--- src/rtl/vreg_operand_reader.sv ---
// Snapshots the vs1/vs2 operand registers and the v0 mask, then streams them to
// the ALU as WIDTH-bit beats with per-byte enables derived from sew, vl and mask.
module vreg_operand_reader #(
    parameter int WIDTH = 32,
    parameter int VLEN  = 128
) (
    input  logic                              i_clk,
    input  logic                              i_rst,
    input  logic                              i_start,
    input  logic [$clog2(WIDTH)-1:0]          i_vs1_addr,
    input  logic [$clog2(WIDTH)-1:0]          i_vs2_addr,
    input  logic [$clog2(VLEN/8):0]           i_vl,
    input  logic [1:0]                        i_sew,
    input  logic                              i_vm,
    output logic [$clog2(WIDTH)-1:0]          o_Vregs_output_addr0,
    output logic [$clog2(WIDTH)-1:0]          o_Vregs_output_addr1,
    input  logic [VLEN-1:0]                   i_vreg_data0,
    input  logic [VLEN-1:0]                   i_vreg_data1,
    input  logic [VLEN-1:0]                   i_mask,
    output logic                              o_op_valid,
    input  logic                              i_op_ready,
    output logic [WIDTH-1:0]                  o_op_a,
    output logic [WIDTH-1:0]                  o_op_b,
    output logic [WIDTH/8-1:0]                o_byte_en,
    output logic [$clog2(VLEN/WIDTH)-1:0]     o_beat,
    output logic                              o_last,
    output logic                              o_busy,
    output logic                              o_done
);
    localparam int AW  = $clog2(WIDTH);
    localparam int BPB = WIDTH / 8;
    localparam int BBW = $clog2(BPB);
    localparam int NB  = VLEN / WIDTH;
    localparam int BW  = $clog2(NB);
    localparam int CW  = $clog2(NB + 1);
    localparam int GW  = $clog2(VLEN / 8);
    localparam int VLW = GW + 1;

    localparam logic [1:0] S_IDLE   = 2'd0;
    localparam logic [1:0] S_LATCH  = 2'd1;
    localparam logic [1:0] S_STREAM = 2'd2;
    localparam logic [1:0] S_DONE   = 2'd3;

    function automatic logic [1:0] sat_sew(input logic [1:0] sew);
        return (sew == 2'd3) ? 2'd2 : sew;
    endfunction

    function automatic logic [VLW-1:0] clamp_vl(input logic [VLW-1:0] vl, input logic [1:0] sew);
        logic [VLW-1:0] vmax;
        vmax = VLW'((VLEN / 8) >> sew);
        return (vl > vmax) ? vmax : vl;
    endfunction

    // Active bytes rounded up to whole beats.
    function automatic logic [CW-1:0] beat_count(input logic [VLW-1:0] vl, input logic [1:0] sew);
        logic [VLW+2:0] nbytes;
        nbytes = {3'b000, vl} << sew;
        return CW'((nbytes + (VLW+3)'(BPB - 1)) / (VLW+3)'(BPB));
    endfunction

    function automatic logic [BPB-1:0] beat_ben(input logic [BW-1:0] b, input logic [VLW-1:0] vl,
                                                input logic [1:0] sew, input logic vm,
                                                input logic [VLEN-1:0] mask);
        logic [BPB-1:0] en;
        logic [GW-1:0]  g;
        logic [GW-1:0]  e;
        en = '0;
        for (int j = 0; j < BPB; j++) begin
            g     = {b, BBW'(j)};
            e     = g >> sew;
            en[j] = ({1'b0, e} < vl) && (vm || mask[e]);
        end
        return en;
    endfunction

    logic [1:0]       state;
    logic [AW-1:0]    addr0_p0, addr1_p0;
    logic [1:0]       sew_p0;
    logic [VLW-1:0]   vl_p0;
    logic             vm_p0;
    logic [CW-1:0]    cnt_p0;
    logic [VLEN-1:0]  snap_a_p0, snap_b_p0, snap_m_p0;
    logic             vld_p1, last_p1;
    logic [BW-1:0]    beat_p1;
    logic [BPB-1:0]   ben_p1;
    logic [WIDTH-1:0] op_a_p1, op_b_p1;

    logic [1:0]       sew_in;
    logic [CW-1:0]    cnt_nxt;
    logic [BW-1:0]    nxt_beat;
    logic             load;

    assign sew_in   = sat_sew(i_sew);
    assign cnt_nxt  = beat_count(vl_p0, sew_p0);
    assign nxt_beat = vld_p1 ? beat_p1 + BW'(1) : '0;
    assign load     = !vld_p1 || i_op_ready;

    always_ff @(posedge i_clk) begin
        if (i_rst) begin
            state     <= S_IDLE;
            addr0_p0  <= '0;
            addr1_p0  <= '0;
            sew_p0    <= '0;
            vl_p0     <= '0;
            vm_p0     <= 1'b0;
            cnt_p0    <= '0;
            snap_a_p0 <= '0;
            snap_b_p0 <= '0;
            snap_m_p0 <= '0;
            vld_p1    <= 1'b0;
            last_p1   <= 1'b0;
            beat_p1   <= '0;
            ben_p1    <= '0;
            op_a_p1   <= '0;
            op_b_p1   <= '0;
        end else begin
            case (state)
                // p0: capture request, then the register-file snapshot
                S_IDLE: begin
                    if (i_start) begin
                        addr0_p0 <= i_vs1_addr;
                        addr1_p0 <= i_vs2_addr;
                        vm_p0    <= i_vm;
                        sew_p0   <= sew_in;
                        vl_p0    <= clamp_vl(i_vl, sew_in);
                        state    <= S_LATCH;
                    end
                end
                S_LATCH: begin
                    snap_a_p0 <= i_vreg_data0;
                    snap_b_p0 <= i_vreg_data1;
                    snap_m_p0 <= i_mask;
                    cnt_p0    <= cnt_nxt;
                    state     <= (cnt_nxt == '0) ? S_DONE : S_STREAM;
                end
                // p1: output beat register, refilled on each accepted transfer
                S_STREAM: begin
                    if (vld_p1 && i_op_ready && last_p1) begin
                        vld_p1  <= 1'b0;
                        last_p1 <= 1'b0;
                        beat_p1 <= '0;
                        ben_p1  <= '0;
                        state   <= S_DONE;
                    end else if (load) begin
                        vld_p1  <= 1'b1;
                        beat_p1 <= nxt_beat;
                        last_p1 <= (CW'(nxt_beat) == cnt_p0 - CW'(1));
                        ben_p1  <= beat_ben(nxt_beat, vl_p0, sew_p0, vm_p0, snap_m_p0);
                        op_a_p1 <= snap_a_p0[{nxt_beat, {AW{1'b0}}} +: WIDTH];
                        op_b_p1 <= snap_b_p0[{nxt_beat, {AW{1'b0}}} +: WIDTH];
                    end
                end
                S_DONE:  state <= S_IDLE;
                default: state <= S_IDLE;
            endcase
        end
    end

    assign o_Vregs_output_addr0 = addr0_p0;
    assign o_Vregs_output_addr1 = addr1_p0;
    assign o_op_valid = vld_p1;
    assign o_op_a     = op_a_p1;
    assign o_op_b     = op_b_p1;
    assign o_byte_en  = ben_p1;
    assign o_beat     = beat_p1;
    assign o_last     = last_p1;
    assign o_busy     = (state != S_IDLE);
    assign o_done     = (state == S_DONE);

endmodule

--- config.mk ---
export PLATFORM = sky130hd
export DESIGN_NAME = vreg_operand_reader
export DESIGN_NICKNAME = d
export VERILOG_FILES = /design/src/rtl/vreg_operand_reader.sv
export SDC_FILE = /design/constraint.sdc
export NUM_CORES = 1
export LEC_CHECK = 0
export ABC_CLOCK_PERIOD_IN_PS = 4500
export CELL_PAD_IN_SITES_DETAIL_PLACEMENT = 1
export CELL_PAD_IN_SITES_GLOBAL_PLACEMENT = 2
export CORE_MARGIN = 2
export CORE_UTILIZATION = 30
export DETAILED_ROUTE_END_ITERATION = 12
export GPL_TIMING_DRIVEN = 0
export PLACE_DENSITY = 0.95
export SYNTH_ARGS = -nofsm -noshare
export SYNTH_HDL_FRONTEND = slang
export SYNTH_SLANG_ARGS = --single-unit
--- constraint.sdc ---
create_clock -name i_clk -period 4.5 [get_ports i_clk]
set_input_delay 0.675 -clock i_clk [delete_from_list [all_inputs] [get_ports i_clk]]
set_output_delay 0.675 -clock i_clk [all_outputs]
set_load 0.02 [all_outputs]
==> reports/qor.txt, run 1 <==
outcome -> finished, final reports clean
cts repair resizes -> 0
Worst-Margin Slew -> 1.14 ns
Die W -> 233 um
Setup TNS -> 0 ns
Nets -> 2441
Max Cap Violations -> 0
CP Capture Type -> flip-flop
Hold Path Class -> flip-flop to flip-flop
EDFF count, synth -> 0
Reg-to-Reg Start -> o_op_valid
share of cells above drive strength 1 -> 9.47%
Post-Layout Cell Count -> 2741
Reg2Reg Depth -> 11
number of global-route vias before repair -> 14952
die area -> 0.0542 mm^2
Warnings, synthesis -> 0
Pre-antenna DRT Iters -> 4
Via-to-Cell Ratio -> 5.01
Async S/R FF share, synth -> 0%
Data required, critical path -> 5.00 ns
placed cells -> 2656
GP Congestion -> 0.885
largest net degree at the start of global routing -> 13
CTS tree -> built
H-tree depth -> 2
fin crit period -> 3.00 ns
Ports -> 490
R2R Path End -> o_byte_en[0]
Sink Count -> 367
Final Hold Viols -> 0
Final Cycle Share -> 66.6%
final WL -> 62900 um
Seq/Total Area, Yosys -> 46.8%
commonest non-fill, non-tap cell in the layout -> clkdlybuf4s50_1
RSZ-0062 raised after global routing -> false
Synthesized Nets -> 2020
hold endpoint -> o_op_a[29]
power density cells -> 553 mW/mm^2
worst skew pair latency -> 0.58 ns
reg2reg setup slack -> 1.59 ns
Max VDD drop -> 0.317 mV
worst hold stages -> 2
Worst Path Arrival -> 3.50 ns
syn_area_per_cell -> 9.82 um^2
Max transition margin -> 24.2%
Initial DRC Count -> 658
Final Slew Violations -> 0
LEAKAGE -> 8.10 nW
top_reg_cell synth -> dfxtp_1
Rows -> 83
final clock skew -> 0.0245 ns
CP max FO -> 10
starting density of the core -> 30.5%
Total Routing Usage GR -> 22.9%
post-route DRC violation count -> 0
Layout Utilization -> 42.2%
synthesized area -> 0.0157 mm^2
Final ANT Viol Nets -> 0
Synth cell types -> 53
Setup crit start kind -> primary input
Vias -> 13726
clk buf depth -> 3
setup bufs post-CTS -> 0
CP Class -> primary input to flip-flop
clock root buffer -> clkbuf_16
Fmax achieved -> 334 MHz
DP Wirelength -> 47600 um
Area Overhead vs Synth -> 38.4%
initial antenna violation count -> 18
Setup Viol. Count Final -> 0
Synth Instances -> 1600
IO Port Bufs -> 376
# hold bufs at CTS -> 0
die height -> 233 um
drt wl/cell -> 22.9 um
core area -> 0.0515 mm^2
Congestion Overflow GR -> 0
Synth Register Bits -> 367
most frequent cells in the layout -> clkdlybuf4s50_1, dfxtp_1, nor2_1
Worst Hold Launch -> o_op_a[29]
clock input transition at the sequential cells of the worst setup and hold paths -> 0.06 ns
number of buffers created by CTS -> 43
first-pass GRT wire length -> 92600 um
flip-flops by register name, summed over array words and instances (netlist names), 4 cells and up:
signal	count
snap_b_p0	128
snap_a_p0	128
snap_m_p0	16
o_op_b	32
vl_p0	5
o_Vregs_output_addr1	5
o_op_a	32
o_Vregs_output_addr0	5
o_byte_en	4
critical path, cell delays in order:
cell	delay, ns
clkdlybuf4s50_1	0.51
inv_1	0.05
o21ai_0	0.20
and2_1	0.16
clkbuf_1	0.42
buf_2	0.48
buf_1	0.60
nand2_1	0.17
a21oi_1	0.22
per-stage QoR:
stage | hold slack, ns | power, W | setup WS, ns | area (um^2)
detailed placement | 0.450 | 0.00859 | 0.935 | 20300
floorplan | 0.450 | 0.00709 | 2.24 | 15700
global route | 0.477 | 0.0126 | 1.32 | 21700
CTS | 0.461 | 0.0121 | 1.50 | 21700
finish | 0.457 | 0.0120 | 1.50 | 21700
global placement | 0.441 | 0.00843 | 1.02 | 20300
where the power goes:
group          internal, W  switching [W]
combinational      0.00188        0.00234
clock              0.00203        0.00145
sequential         0.00391       0.000420
synth_stat cells (2+ instances only):
cell / count / area share [%]
a211oi_1: 3 / 0.14
a21o_1: 4 / 0.19
a21oi_1: 116 / 3.7
a22oi_1: 3 / 0.14
a311oi_1: 2 / 0.11
a31oi_1: 4 / 0.16
and2_1: 3 / 0.12
buf_1: 9 / 0.22
buf_2: 42 / 1.3
buf_4: 8 / 0.38
clkbuf_1: 63 / 1.5
clkinv_1: 2 / 0.048
dfxtp_1: 367 / 47
ha_1: 14 / 1.1
inv_1: 20 / 0.48
mux2i_1: 285 / 18
mux4_2: 65 / 9.3
nand2_1: 182 / 4.3
nand2b_1: 7 / 0.28
nand3_1: 15 / 0.48
nand4_1: 2 / 0.080
nor2_1: 299 / 7.1
nor2b_1: 3 / 0.12
nor3_1: 9 / 0.29
o211ai_1: 10 / 0.48
o21ai_0: 28 / 0.89
o21ai_1: 2 / 0.064
o22ai_1: 2 / 0.080
or2_2: 2 / 0.080
xnor2_1: 5 / 0.28
xor2_1: 2 / 0.11
worst max path at each step:
stage                     startpoint            to  slack [ns]  depth (start not counted)
after floorplan            o_beat[1]  o_byte_en[0]        2.24                         10
after global placement    i_op_ready     o_op_a[8]        1.02                          9
after detailed placement  i_op_ready     o_op_a[8]        0.94                          9
after CTS                 i_op_ready    o_op_b[24]        1.50                          9
after global routing      i_op_ready    o_op_b[24]        1.32                          9
final                     i_op_ready    o_op_b[24]        1.50                          9
cell families after synthesis:
kind of cell	Yosys count	share of synthesized area, %
other	1	0.0239
AOI/OAI and AO/OA	186	6.77
adders and majority gates	15	1.19
DFF	367	46.8
buffers and inverters	144	3.97
and+or+nand+nor	530	13.4
xor gates and xnor gates	7	0.390
muxes	350	27.5
final cells by class:
cell class / instances / area, um^2
diodes: 12 / 30.0
multi-input cells: 1089 / 7740
fillers: 5829 / 29800
flip-flops and latches: 367 / 7350
plain buffers: 122 / 541
clock buffers: 58 / 1220
well taps: 680 / 851
clock inverters: 15 / 168
inverters: 22 / 82.6
repair buffers: 376 / 3760
per-layer routing:
metal / global-route usage, % / wire (um) / up-vias
met5: 0 / 58 / -
li1: - / - / 6346
met1: 27.8 / 26300 / 6861
met2: 39.4 / 30700 / 379
met3: 4.83 / 3450 / 130
met4: 9.51 / 2350 / 10
(Power assumes the default switching activity.)
==> run 2, diff against run 1 <==
==> config.mk (replaced) <==
export PLATFORM = sky130hd
export DESIGN_NAME = vreg_operand_reader
export DESIGN_NICKNAME = d
export VERILOG_FILES = /design/src/rtl/vreg_operand_reader.sv
export SDC_FILE = /design/constraint.sdc
export NUM_CORES = 1
export LEC_CHECK = 0
export ABC_CLOCK_PERIOD_IN_PS = 2700
export CELL_PAD_IN_SITES_DETAIL_PLACEMENT = 1
export CELL_PAD_IN_SITES_GLOBAL_PLACEMENT = 2
export CORE_MARGIN = 2
export CORE_UTILIZATION = 25
export DETAILED_ROUTE_END_ITERATION = 12
export GPL_TIMING_DRIVEN = 0
export PLACE_DENSITY = 0.87
export SYNTH_ARGS = -nofsm -noshare
export SYNTH_HDL_FRONTEND = slang
export SYNTH_SLANG_ARGS = --single-unit
==> constraint.sdc (replaced) <==
create_clock -name i_clk -period 2.7 [get_ports i_clk]
set_input_delay 0.405 -clock i_clk [delete_from_list [all_inputs] [get_ports i_clk]]
set_output_delay 0.405 -clock i_clk [all_outputs]
set_load 0.02 [all_outputs]
==> run 2 against run 1 <==
Total power increased by 67%; cell area grew 0.96%; flip-flop and latch count is the same; clock power up 67%; critical path depth grew 1; worst hold slack got worse by 0.061 ns; critical path type is now flip-flop to flip-flop; largest cell class unchanged; die area up 20%; highest routed layer unchanged; largest power group unchanged; non-clock buffer count decreased by 1; register-to-register slack got worse by 1.4 ns.
==> reports/qor.txt, run 2 (synthesis results as in run 1) <==
core area -> 0.0619 mm^2 (+20%)
Initial DRC Count -> 568 (-14%)
die area -> 0.0649 mm^2 (+20%)
FF/Latch Area -> 0.00735 mm^2 (about the same)
final total power -> 0.0201 W (+67%)
Vias -> 13633 (-0.68%)
Hold Path Class -> primary input to flip-flop
Max Cap Violations -> 0 (unchanged)
highest-delay cell along the critical path -> dfxtp_1
initial antenna violation count -> 16 (-2)
Internal -> 0.0130 W (+66%)
fin area -> 0.0220 mm^2 (+0.96%)
Layout Utilization -> 35.4% (-6.8 points)
H-tree depth -> 2 (unchanged)
Pre-antenna DRT Iters -> 5 (+1)
CP max FO -> 8 (-2)
reg2reg setup slack -> 0.21 ns (-1.38 ns)
Setup crit start kind -> flip-flop
Via-to-Cell Ratio -> 4.71 (-5.9%)
fin worst setup slack -> 0.207 ns (-1.29 ns)
fillcell total -> 7089 (+22%)
Final Cycle Share -> 92.3%
Data required, critical path -> 3.17 ns (-1.83 ns)
Final Hold Viols -> 0 (unchanged)
DP Worst Slack -> -0.505 ns (-1.44 ns)
RSZ-0062 raised after global routing -> false
worst hold stages -> 3 (+1)
power density cells -> 914 mW/mm^2 (+65%)
final WL -> 64100 um (+1.9%)
share of cells above drive strength 1 -> 10.0% (+0.54 points)
drt wl/cell -> 22.1 um (-3.5%)
CTS tree -> built
Reg2Reg Depth -> 10 (-1)
number of buffers created by CTS -> 43 (unchanged)
R2R Path End -> o_byte_en[3]
GP Congestion -> 0.883 (-0.20%)
starting density of the core -> 25.4% (-5.1 points)
first-pass GRT wire length -> 93600 um (+1.1%)
Die W -> 255 um (+9.4%)
most frequent cells in the layout -> clkdlybuf4s50_1, dfxtp_1, nor2_1
worst skew pair latency -> 0.58 ns (about the same)
final clock skew -> 0.0306 ns (+0.00610 ns)
Clk network pwr share -> 29.0% (about the same)
P_sw -> 0.00706 W (+68%)
outcome -> finished, final reports clean
Final Slew Violations -> 0 (unchanged)
LEAKAGE -> 8.12 nW (+0.28%)
Fin Hold WS -> 0.396 ns (-0.0606 ns)
Rows -> 91 (+9.6%)
area occupied by multi-input gates -> 0.00775 mm^2 (+0.13%)
DP Wirelength -> 49000 um (+2.9%)
switching share of power -> 35.2% (+0.20 points)
CP peak stage delay -> 0.52 ns (-0.08 ns)
Max VDD drop -> 0.544 mV (+71%)
CP cell instances -> nand2b_1, buf_4, a21oi_1, a21oi_2, inv_1, ha_1, a21o_1, a21oi_1, a21oi_1, a211oi_1
Total Routing Usage GR -> 19.4% (-3.5 points)
Final ANT Viol Nets -> 0 (unchanged)
largest net degree at the start of global routing -> 14 (+1)
clock root buffer -> clkbuf_16
die height -> 255 um (+9.4%)
Ports -> 490 (unchanged)
number of global-route vias before repair -> 14868 (-0.56%)
Setup Viol. Count Final -> 0 (unchanged)
Worst-Margin Slew -> 1.06 ns (-0.0786 ns)
Reg-to-Reg Start -> o_beat[0]
Seq pwr share -> 35.9% (about the same)
Sink Count -> 367 (unchanged)
Congestion Overflow GR -> 0 (unchanged)
CP Capture Type -> flip-flop
IO Port Bufs -> 376 (unchanged)
combinational share of power -> 35.1% (about the same)
commonest non-fill, non-tap cell in the layout -> clkdlybuf4s50_1
leading registers by flop count -> snap_a_p0 (128), snap_b_p0 (128)
fin crit period -> 2.49 ns
CP Class -> flip-flop to flip-flop
Nets -> 2440 (-0.041%)
# hold bufs at CTS -> 0 (unchanged)
Worst Path Arrival -> 2.97 ns (-0.53 ns)
clock input transition at the sequential cells of the worst setup and hold paths -> 0.06 ns (about the same)
critical path's most frequent cell -> a21oi_1
post-route DRC violation count -> 0 (unchanged)
Fmax achieved -> 401 MHz
Max transition margin -> 29.4% (+5.2 points)
clk buf depth -> 3 (unchanged)
Area Overhead vs Synth -> 39.7%
worst setup path start -> o_beat[0]
area post-placement -> 0.0205 mm^2 (+0.97%)
worst setup path end -> o_byte_en[3]
[run 2: area by class of cell]
type                    instances  share of cell area [%]
plain buffers                 121                    2.50
clock buffers                  61                    5.72
well taps                     837                    4.77
multi-input cells            1089                    35.3
repair buffers                376                    17.1
diodes                          8                  0.0912
clock inverters                13                   0.621
flip-flops and latches        367                    33.5
inverters                      22                   0.382
[run 2: through the flow]
step,setup TNS (ns),cells
final,0,2894
after global routing,0,2892
after CTS,0,2886
after detailed placement,-18.84,2813
after global placement,-14.23,2813
after floorplan,0,1600
[run 2: worst min-delay path by stage]
stage	startpoint	endpoint	slack, ns
6_report	i_vs2_addr[0]	o_Vregs_output_addr1[0]	0.40
3_5_place_dp	o_op_b[14]	o_op_b[14]	0.45
2_1_floorplan	cnt_p0[1]	cnt_p0[1]	0.45
4_1_cts	i_vs1_addr[0]	o_Vregs_output_addr0[0]	0.36
3_3_place_gp	o_op_b[8]	o_op_b[8]	0.44
5_1_grt	i_vs2_addr[3]	o_Vregs_output_addr1[3]	0.39
[run 2: what timing repair did]
action,4_1_cts,5_1_grt
buffers inserted,0,0
setup endpoints to repair,56,43
gates resized for setup,5,11
[run 2: metal layers]
metal	vias up	part of all wire, %	global-route usage, %
met2	334	51	34.5
met4	18	2.5	6.22
li1	6336	-	-
met3	108	5.0	4.11
met5	-	0.18	0
met1	6837	42	23.2
[run 2: power groups by stage]
stage               Clock (W)  Sequential (W)  Combinational (W)
floorplan                   0         0.00712            0.00469
global placement            0         0.00723            0.00690
detailed placement          0         0.00729            0.00710
CTS                   0.00594         0.00719            0.00714
global route          0.00617         0.00731            0.00766
finish                0.00582         0.00720            0.00705
[run 2: worst max-delay path, delay by kind of cell (launching register included)]
kind	cells	cell delay (ns)
compound gates	6	1.06
fa+ha+maj	1	0.31
buf+inv	2	0.35
flops	1	0.52
simple gates	1	0.15
